$ cat config.mk
export PLATFORM = sky130hd
export DESIGN_NAME = comb_adder_4bit
export DESIGN_NICKNAME = d
export VERILOG_FILES = /design/src/rtl/comb_adder_4bit_pkg.sv /design/src/rtl/comb_adder_4bit_full_adder.sv /design/src/rtl/comb_adder_4bit.sv
export SDC_FILE = /design/constraint.sdc
export NUM_CORES = 1
export LEC_CHECK = 0
export BUFFER_PORTS_ARGS = -buffer_cell sky130_fd_sc_hd__buf_2
export CELL_PAD_IN_SITES_DETAIL_PLACEMENT = 0
export CELL_PAD_IN_SITES_GLOBAL_PLACEMENT = 1
export CORE_AREA = 10 10 47 49
export DETAILED_ROUTE_END_ITERATION = 8
export DIE_AREA = 0 0 57 59
export PLACE_DENSITY = 0.5
export SLEW_MARGIN = 30
export SYNTH_ARGS = -nofsm -noshare
export SYNTH_HDL_FRONTEND = slang
export SYNTH_HIERARCHICAL = 1
export SYNTH_SLANG_ARGS = --single-unit
$ cat constraint.sdc
create_clock -name CLK -period 2.5 [get_ports CLK]
set_input_delay 0.125 -clock CLK [delete_from_list [all_inputs] [get_ports CLK]]
set_output_delay 0.125 -clock CLK [all_outputs]
set_load 0.02 [all_outputs]
$ cat src/rtl/comb_adder_4bit_pkg.sv
// Shared ALU definitions: datapath width and the carry-generation helper
// used by the ripple-carry add path.
package comb_adder_4bit_pkg;

   localparam int ALU_WIDTH = 4;

   // Carry out of a full adder: high when at least two of the three inputs are high.
   function automatic logic majority3(input logic a, input logic b, input logic c);
      return (a & b) | (a & c) | (b & c);
   endfunction

endpackage

$ cat src/rtl/comb_adder_4bit_full_adder.sv
// One-bit full adder cell; chained LSB to MSB to form the ripple-carry adder.
module full_adder
   import comb_adder_4bit_pkg::*;
(
   input  logic a,
   input  logic b,
   input  logic cin,
   output logic sum,
   output logic cout
);

   assign sum  = a ^ b ^ cin;
   assign cout = majority3(a, b, cin);

endmodule

$ cat src/rtl/comb_adder_4bit.sv
// Unsigned ripple-carry adder for the ALU add path, with a registered copy
// of sum and carry-out for pipelined users.
module comb_adder_4bit
   import comb_adder_4bit_pkg::*;
#(
   parameter int WIDTH = ALU_WIDTH
) (
   input  logic [WIDTH-1:0] IN1,
   input  logic [WIDTH-1:0] IN2,
   output logic [WIDTH-1:0] OUT,
   output logic             OVERFLOW,
   input  logic             CLK,
   input  logic             RESET,
   output logic [WIDTH-1:0] OUT_Q,
   output logic             OVERFLOW_Q
);

   logic [WIDTH:0] carryChain;

   // No carry-in port: the chain always starts at zero.
   assign carryChain[0] = 1'b0;

   for (genvar i = 0; i < WIDTH; i++) begin : gen_bit
      full_adder u_fa (
         .a    (IN1[i]),
         .b    (IN2[i]),
         .cin  (carryChain[i]),
         .sum  (OUT[i]),
         .cout (carryChain[i+1])
      );
   end

   assign OVERFLOW = carryChain[WIDTH];

   // Registered copy only; clock and reset never touch the combinational outputs.
   always_ff @(posedge CLK or posedge RESET) begin
      if (RESET) begin
         OUT_Q      <= '0;
         OVERFLOW_Q <= 1'b0;
      end else begin
         OUT_Q      <= OUT;
         OVERFLOW_Q <= OVERFLOW;
      end
   end

endmodule

# ---- Word level (Yosys, flattened, before mapping)
# Cells that the tools add are included.
# Widths: inputs -> output; s select.
dict set report word_totals {
  reg_bits 5
  out_inout_bits 10
  word_cells 25
}
dict set report op_classes {
  bitwise 23
}
# operator count
set op_table {}
lappend op_table {{$and 1x1->1} 10}
lappend op_table {{$xor 1x1->1} 7}
lappend op_table {{$or 1x1->1} 6}

# ---- Depth between registers and ports, before layout
dict set report logic_depth {
  ltp_word 10
  mapped_depth 4
  depth_no_buf 4
}

# ---- Hierarchy
# The synthesis kept the hierarchy.
# module instances cells_per_inst area_per_inst_um2
set modules_own_cells {}
lappend modules_own_cells {comb_adder_4bit 1 7 132.6}
lappend modules_own_cells {full_adder 4 1 20.0}

# ---- Worst setup path before layout
# OpenSTA, ideal clock, no wires.
dict set report synth_timing {
  kind {input port to output port}
  from {in IN1[0]}
  to {out OUT[3]}
  arrival_ps 1918
  setup_slack_ps 457
  stages 4
  path_buffers 0
  path_cell_list {fa_1 fa_1 fa_1 fa_1}
}
dict set report synth_between {
  elab_chain_len 8
  word_cells_on_any_way 10
  classes_between {bitwise: 10}
}
# element line
set synth_rtl {}
lappend synth_rtl {{start, declared} comb_adder_4bit.sv:8} ;# input logic [WIDTH-1:0] IN1,
lappend synth_rtl {{$and 1x1->1 *} comb_adder_4bit_pkg.sv:9} ;# return (a & b) | (a & c) | (b & c);
lappend synth_rtl {{$and 1x1->1} comb_adder_4bit_pkg.sv:9}
lappend synth_rtl {{$or 1x1->1} comb_adder_4bit_pkg.sv:9}
lappend synth_rtl {{$or 1x1->1 *} comb_adder_4bit_pkg.sv:9}
lappend synth_rtl {{via carryChain[2]} comb_adder_4bit.sv:18} ;# logic [WIDTH:0] carryChain;
lappend synth_rtl {{$and 1x1->1} comb_adder_4bit_pkg.sv:9}
lappend synth_rtl {{$or 1x1->1} comb_adder_4bit_pkg.sv:9}
lappend synth_rtl {{$or 1x1->1 *} comb_adder_4bit_pkg.sv:9}
lappend synth_rtl {{via carryChain[3]} comb_adder_4bit.sv:18}
lappend synth_rtl {{$xor 1x1->1 *} comb_adder_4bit_full_adder.sv:12} ;# assign sum = a ^ b ^ cin;
lappend synth_rtl {{end, declared} comb_adder_4bit.sv:10} ;# output logic [WIDTH-1:0] OUT,
# Mark *: on every way through the listed nets, which the timed path passes. The rest lies on a longest branch.

# ---- Worst setup path after layout
dict set report layout_timing {
  from {in IN1[0]}
  to {out OUT[3]}
}
dict set report layout_between {
  elab_chain_len 8
  word_cells_on_any_way 10
  classes_between {bitwise: 10}
}
# element line
set layout_rtl {}
lappend layout_rtl {{$and 1x1->1 *} comb_adder_4bit_pkg.sv:9}
lappend layout_rtl {{via carryChain[1]} comb_adder_4bit.sv:18}
lappend layout_rtl {{$and 1x1->1} comb_adder_4bit_pkg.sv:9}
lappend layout_rtl {{$or 1x1->1} comb_adder_4bit_pkg.sv:9}
lappend layout_rtl {{$or 1x1->1 *} comb_adder_4bit_pkg.sv:9}
lappend layout_rtl {{via carryChain[2]} comb_adder_4bit.sv:18}
lappend layout_rtl {{$and 1x1->1} comb_adder_4bit_pkg.sv:9}
lappend layout_rtl {{$or 1x1->1} comb_adder_4bit_pkg.sv:9}
lappend layout_rtl {{$or 1x1->1 *} comb_adder_4bit_pkg.sv:9}
lappend layout_rtl {{via carryChain[3]} comb_adder_4bit.sv:18}
lappend layout_rtl {{$xor 1x1->1 *} comb_adder_4bit_full_adder.sv:12}
# Marked as above.

==> metrics.yaml <==
drt_first_pass_iters: 1
ys_warn_count: 6
n_antenna_cell: 0
syn_area_per_cell_sq_um: 19.3
antenna_left: 0
htree_levels: 1
netlist_area_sq_um: 213
cts.sinks: 5
cts_buffer_depth: 2
boundaryPins: 20
routabilityCongestion: 0.625
cts-hold-fix-buffers: 1
syn_nets: 25
vias_per_cell: 3.33
fin_setup_tns_ns: 0
grt_overflow: 0
fin_crit_sh_pct: 90.4
num_rows: 14
yosys.cell_types.count: 4
antenna_found_initial: 0
fp.dieArea_sq_mm: 0.00336
grt_pass1_wl_mm: 1.03
cts-root-buf: "clkbuf_4"
dieWidth_microns: 57
area_delta_synth_final_pct: 71.2
drt_wl_total_microns: 630
cp-end-kind: "output port"
period_needed_ns: 2.26
route.detailed.drc: 0
placed_cells: 46
dieHeight_microns: 59
post_cts_buffers: 0
setup_viol: 0
leakagePower_nw: 0.190
cap_violations: 0
finalNetCount: 50
grt_max_degree: 6
outcome: "finished clean"
clock.fmax_mhz: 442
critPathKind: "primary input to output port"
core_area_sq_mm: 0.00140
vias: 170
cts_tree: "built"
post_cts_resized: 0
start_util_pct: 15.2
synth-seq-cells: 5
grt_usage_pct: 4.43
crit_path_max_fanout: 2
drt_iter0_markers: 0
worstSetupStartpointType: "primary input"
drive_above_1_share_pct: 62.9
slew_violations: 0
arrival_ns: 2.14
finalPower_uw: 279
wl_per_cell_microns: 12.4
cts_buffers: 3
place.port_buffers: 19
critPathRequiredTime_ns: 2.38
final_cell_count_no_fill: 51
ir_worst_vdd_v: 0.000235
powerDensity_mw_per_mm2: 766
final_hold_viol_count: 0
synth_seq_area_share_pct: 58.8
grt_pass1_vias: 210
syn_inst: 11
path_clk_slew_ns: 0.04
rsz0062_at_grt: "false"
min_path_type: "primary input to flip-flop"
-- critical path, cell delays in order --
cell,delay (ns)
buf_2,0.11
fa_1,0.43
fa_1,0.40
fa_1,0.40
fa_1,0.51
buf_2,0.17
-- where the power goes --
part	switching (mW)	leakage [nW]	internal [mW]	total, mW
sequential	0.00232	0.0583	0.0942	0.0965
clock	0.0295	0.0150	0.0601	0.0897
combinational	0.0605	0.117	0.0323	0.0928
total	0.0923	0.190	0.187	0.279
-- layout make-up --
| cell class | instances | area [sq um] |
|---|---|---|
| Sequential cell | 5 | 125 |
| Tap cell | 16 | 20.0 |
| Multi-Input combinational cell | 5 | 83.8 |
| Fill cell | 167 | 1040 |
| Clock buffer | 4 | 26.3 |
| Timing Repair Buffer | 20 | 105 |
| Inverter | 1 | 3.75 |
-- synth_stat cells --
library cell,number,area (sq um)
inv_1,1,3.75
conb_1,1,3.75
fa_1,4,80.1
dfrtp_1,5,125
-- stage by stage --
stage | utilization (%) | cell area [sq um] | hold WS (ns) | setup slack (ns)
after floorplan | - | 213 | -0.0965 | 0.457
after detailed placement | 23.4 | 328 | 0.0271 | 0.249
after global routing | 26.0 | 364 | 0.188 | 0.187
final | 26.0 | 364 | 0.186 | 0.240
after CTS | 26.0 | 364 | 0.173 | 0.239
after global placement | 23.4 | 328 | 0.0201 | 0.253
-- flip-flops by register name, indices dropped and copies added, names as in the netlist --
name / flops
OVERFLOW_Q: 1
OUT_Q: 4
-- per-layer routing --
metal / track usage (%) / wire length [microns] / part of all wire, %
met5: 0 / 0 / 0
met3: 2.58 / 64 / 10
met1: 4.46 / 277 / 44
met2: 4.96 / 288 / 46
met4: 7.05 / 0 / 0
-- cell usage in the layout (no fill, tap or decap), drive strengths merged --
| cell type | Yosys | final |
|---|---|---|
| buf | 0 | 19 |
| dlygate4sd3 | 0 | 1 |
| dfrtp | 5 | 5 |
| inv | 1 | 1 |
| conb | 1 | 1 |
| fa | 4 | 4 |
| clkbuf | 0 | 4 |
-- worst paths after layout --
kind,startpoint,end,slack (ns),cells after the start
max in group asynchronous,RESET,OUT_Q[0],2.01,3
worst min-delay path,IN2[3],OUT_Q[3],0.19,2
worst max-delay path,IN1[0],OUT[3],0.24,6
min in group asynchronous,RESET,OVERFLOW_Q,0.33,3
-- kinds of logic after synthesis --
group                    after synthesis  share of synthesized area (%)
other                                  1                           1.76
adder cells (fa/ha/maj)                4                           37.6
flip-flops                             5                           58.8
buffers and inverters                  1                           1.76
Note: power is estimated with default switching activity, not from simulation.
